--- src/rtl/k_fifo_2deep_ctrl_t1.sv ---
// Control stage in front of a 2-deep write-priority dual-port RAM; makes it act as a 2-entry
// FIFO with valid/ready on both sides. Reads only happen on cycles with no write.
module k_fifo_2deep_ctrl_t1 #(
  parameter int data_size = 8
) (
  input  logic                 clk,
  input  logic                 rst,
  input  logic [data_size-1:0] in_data,
  input  logic                 in_valid,
  output logic                 in_ready,
  output logic [data_size-1:0] out_data,
  output logic                 out_valid,
  input  logic                 out_ready,
  output logic [data_size-1:0] ram_d,
  output logic                 ram_wen,
  output logic                 ram_waddr,
  output logic                 ram_raddr,
  input  logic [data_size-1:0] ram_q,
  output logic [1:0]           level
);

  logic       r_wptr;
  logic       r_rptr;
  logic [1:0] r_occ;
  logic       r_loaded;

  logic       w_push;
  logic       w_pop;
  logic       w_in_ready;

  // An unloaded head blocks writes so the RAM gets its read cycle.
  assign w_in_ready = !rst && (r_occ != 2'd2) && !((r_occ != 2'd0) && !r_loaded);
  assign w_push     = in_valid && w_in_ready;
  assign w_pop      = r_loaded && out_ready;

  assign in_ready  = w_in_ready;
  assign ram_wen   = w_push;
  assign ram_d     = in_data;
  assign ram_waddr = r_wptr;
  assign ram_raddr = r_rptr;
  assign out_data  = ram_q;
  assign out_valid = r_loaded;
  assign level     = r_occ;

  always_ff @(posedge clk) begin
    if (rst) begin
      r_wptr   <= 1'b0;
      r_rptr   <= 1'b0;
      r_occ    <= 2'd0;
      r_loaded <= 1'b0;
    end else begin
      if (w_push) r_wptr <= ~r_wptr;
      if (w_pop)  r_rptr <= ~r_rptr;
      case ({w_push, w_pop})
        2'b10:   r_occ <= r_occ + 2'd1;
        2'b01:   r_occ <= r_occ - 2'd1;
        default: r_occ <= r_occ;
      endcase
      // q holds across a write, so loaded survives a push-only cycle.
      if (w_pop)
        r_loaded <= 1'b0;
      else if (!w_push && (r_occ != 2'd0))
        r_loaded <= 1'b1;
    end
  end

endmodule

--- config.mk ---
export PLATFORM = sky130hd
export DESIGN_NAME = k_fifo_2deep_ctrl_t1
export DESIGN_NICKNAME = d
export VERILOG_FILES = /design/src/rtl/k_fifo_2deep_ctrl_t1.sv
export SDC_FILE = /design/constraint.sdc
export NUM_CORES = 1
export LEC_CHECK = 0
export BUFFER_PORTS_ARGS = -buffer_cell sky130_fd_sc_hd__buf_2
export CAP_MARGIN = 20
export CORE_UTILIZATION = 27
export DETAILED_ROUTE_END_ITERATION = 8
export PLACE_DENSITY = 0.76
export SLEW_MARGIN = 10
export SYNTH_ARGS = -nofsm -noshare
export SYNTH_HDL_FRONTEND = slang
export SYNTH_SLANG_ARGS = --single-unit
--- constraint.sdc ---
create_clock -name clk -period 2 [get_ports clk]
set_clock_uncertainty 0.15 [all_clocks]
set_input_delay 0.6 -clock clk [delete_from_list [all_inputs] [get_ports clk]]
set_output_delay 0.6 -clock clk [all_outputs]
set_load 0.03 [all_outputs]
==> key figures <==
Critical path
  – CP Cell Sequence: buf_2, nor4_4, buf_4
  – Buffers & Inverters on Critical Path: 2
  – Reg-to-reg slack, setup: approximately 160 ps
  – FF-to-FF End: level[1]
  – CP max stage delay: around 260 ps
  – Worst Setup Path Type: primary input to output port
  – Worst Setup End Kind: output port
  – Cell class contributing the biggest share of worst-path delay: buffers and inverters
  – Setup crit start kind: primary input
  – Worst path required time: roughly 1300 ps
  – Worst Path Arrival: between 1000 and 1500 ps
  – Crit-path max FO: 2
  – Launching point of the worst reg2reg path: level[0]
  – Crit-path slowest cell: nor4_4
  – Path depth of the worst reg2reg path: 8

Timing
  – Final setup fails: 0
  – Max Freq: between 500 and 600 MHz
  – RSZ-0062 raised after global routing: false
  – Max Slew Vio Count: 0
  – Slew HR: approximately 82%
  – Fin Setup TNS: 0 ps
  – Tcrit/Tclk final: between 90% and 100%
  – Actual transition at the worst max-transition pin: about 260 ps
  – Fin crit period: 1940 ps
  – Final hold violation count: 0

Power
  – Maximum VDD drop: around 660 µV
  – Leak: between 0.15 and 0.2 nW
  – Power Density: 1640 nW/µm²

Route
  – DRC marker count from the first detailed-route iteration: 0
  – Drc violations: 0
  – WL final: 603 µm
  – Mean routed wirelength per cell: 10.4 µm
  – Vias: ~250
  – Antenna Nets Post-Route: 0
  – Router iterations before antenna repair: 1
  – Vias/cell: between 4 and 5

Cells and area
  – Final-stage net count: 66
  – Fillers: around 130
  – Non-filler instance count after layout: 58
  – Area Overhead vs Synth: 15.0%
  – Ratio of cells with drive above 1 in the final layout: a little under three fifths
  – Ant. Diodes: 0

Yosys
  – Post-synthesis cell count: 42
  – Number of enable flip-flop cells after synthesis: 0
  – Number of synthesized register bits: 5
  – Sequential share of the synthesized area: between 20 and 30%
  – Synth Cell Area: roughly 360 µm²
  – Post-Syn Nets: 63
  – Commonest cells post-synth: buf_4 (16), dfxtp_1 (5), nor3_1 (3)
  – Avg Inst Size Synth: between 8 and 9 µm²
  – Yosys top cell by area: buf_4
  – Most area-consuming cells after synthesis: buf_4 (34%), dfxtp_1 (28%), xnor2_1 (4.9%), nor3_1 (4.2%), nor2b_4 (3.8%)
  – Yosys warning count: 0
  – Primary FF master, synth: dfxtp_1
  – Count leader, synth: buf_4
  – Top-area cell type share of the netlist area: 33.6%
  – Synth cell types: 18
  – Ys async rst share: 0%

Floorplanning
  – Ports: 43
  – Die height: between 30 and 40 µm
  – Core area: approximately 1200 µm²
  – Std-Cell Rows: 12
  – Die X-Extent: 38.4 µm
  – Initial Util: a little under a third
  – Die Footprint: 1470 µm²

Run
  – MaxCap Viol Count: 0

Clock network
  – Worst skew pair latency: roughly 250 ps
  – Sink Count: 5
  – CTS root buf: clkbuf_4
  – CTS buffer count: 3
  – Clock transition at path regs: around 50 ps
  – CTS max path bufs: 2
  – CTS tree: built
  – CTS H-tree depth: 1
  – CTS Hold Bufs: 0

GRT
  – Vias in the first global route: roughly 240
  – GRT Total Usage: 10.9%
  – Initial antenna violation count: 0
  – Grt ovf: 0
  – First-pass GRT wire length: 1040 µm
  – Largest net degree at the start of global routing: 7

Hold path
  – Worst Hold Endpoint: ram_waddr
  – Worst hold path cell count: 2
  – Hold Crit Class: flop to flop
  – Hold wc startpoint: ram_waddr

Place
  – Port Buffer Count: 10
  – Placer Congestion: 0.677
  – DP Wirelength: around 450 µm
  – Cells after DPL: 53

Status
  – Status: completed
==> stage by stage <==
step	util, %	power [mW]	setup WS (ps)	instance area (µm²)	hold slack (ps)
2_1_floorplan	-	0.505	-190	392	447
4_1_cts	34.3	0.679	20.4	402	334
6_report	35.1	0.676	60.5	412	327
3_5_place_dp	30.9	0.541	-79.4	362	328
5_1_grt	35.1	0.724	8.73	412	359
3_3_place_gp	30.9	0.532	-63.5	362	311
==> cell usage in the layout, fill, tap and decap left out, drive strengths merged <==
master and instances:
buf 14, nor3 3, ha 1, o21ai 1, dfxtp 5, or4 1
o31ai 1, nor2b 2, a21oi 2, inv 2, xor2 1, or3 1
clkbuf 4, nor2 2, and2 1, xnor2 2, nor4 1
==> state kept, by name (all words and copies together), names as in the netlist <==
register / cells
ram_waddr: 1
level: 2
ram_raddr: 1
out_valid: 1
==> metal layers <==
metal | vias to the layer above | track usage, % | part of all wire (%)
met2 | 11 | 14.8 | 45
met5 | - | 0 | 0
met3 | 0 | 9.30 | 14
met1 | 117 | 10.6 | 41
met4 | 0 | 7.76 | 0
li1 | 126 | - | -
==> worst min-delay path: stages (launching register included) <==
cell and delay (ps):
dfxtp_1 310, o31ai_1 60, a21oi_1 60
==> final cells by class <==
class / instances / area, µm² / area share, %
inverters: 2 / 10.0 / 2.43
multi-input cells: 19 / 165 / 40.1
well taps: 14 / 17.5 / 4.26
repair buffers: 14 / 91.3 / 22.2
flip-flops and latches: 5 / 101 / 24.6
clock buffers: 4 / 26.3 / 6.38
==> how the worst max path moves through the flow <==
stage | startpoint | endpoint | slack (ps) | depth (start not counted)
finish | rst | ram_wen | 60 | 3
global route | level[1] | in_ready | 9 | 3
CTS | in_valid | ram_wen | 20 | 4
detailed placement | in_valid | level[1] | -80 | 8
global placement | in_valid | level[1] | -60 | 8
floorplan | in_valid | level[1] | -190 | 7
==> logic make-up after synthesis <==
| family | synth area share, % |
|---|---|
| buffers and inverters | 35.7 |
| and+or+nand+nor | 19.2 |
| DFF | 28.0 |
| AOI/OAI and AO/OA | 6.29 |
| xor gates and xnor gates | 7.34 |
| adders and majority gates | 3.50 |
==> report_power, final <==
group          internal (mW)  total, mW  switching [mW]
clock                 0.0755      0.119          0.0435
combinational          0.156      0.365           0.210
sequential             0.142      0.191          0.0492
==> timing repair <==
| action | CTS | global route |
|---|---|---|
| buffers inserted | 1 | 0 |
| resized for setup | 3 | 4 |
| pin swaps | 1 | 1 |
| setup endpoints to repair | 2 | 2 |
Power figures use the tool's default switching activity.
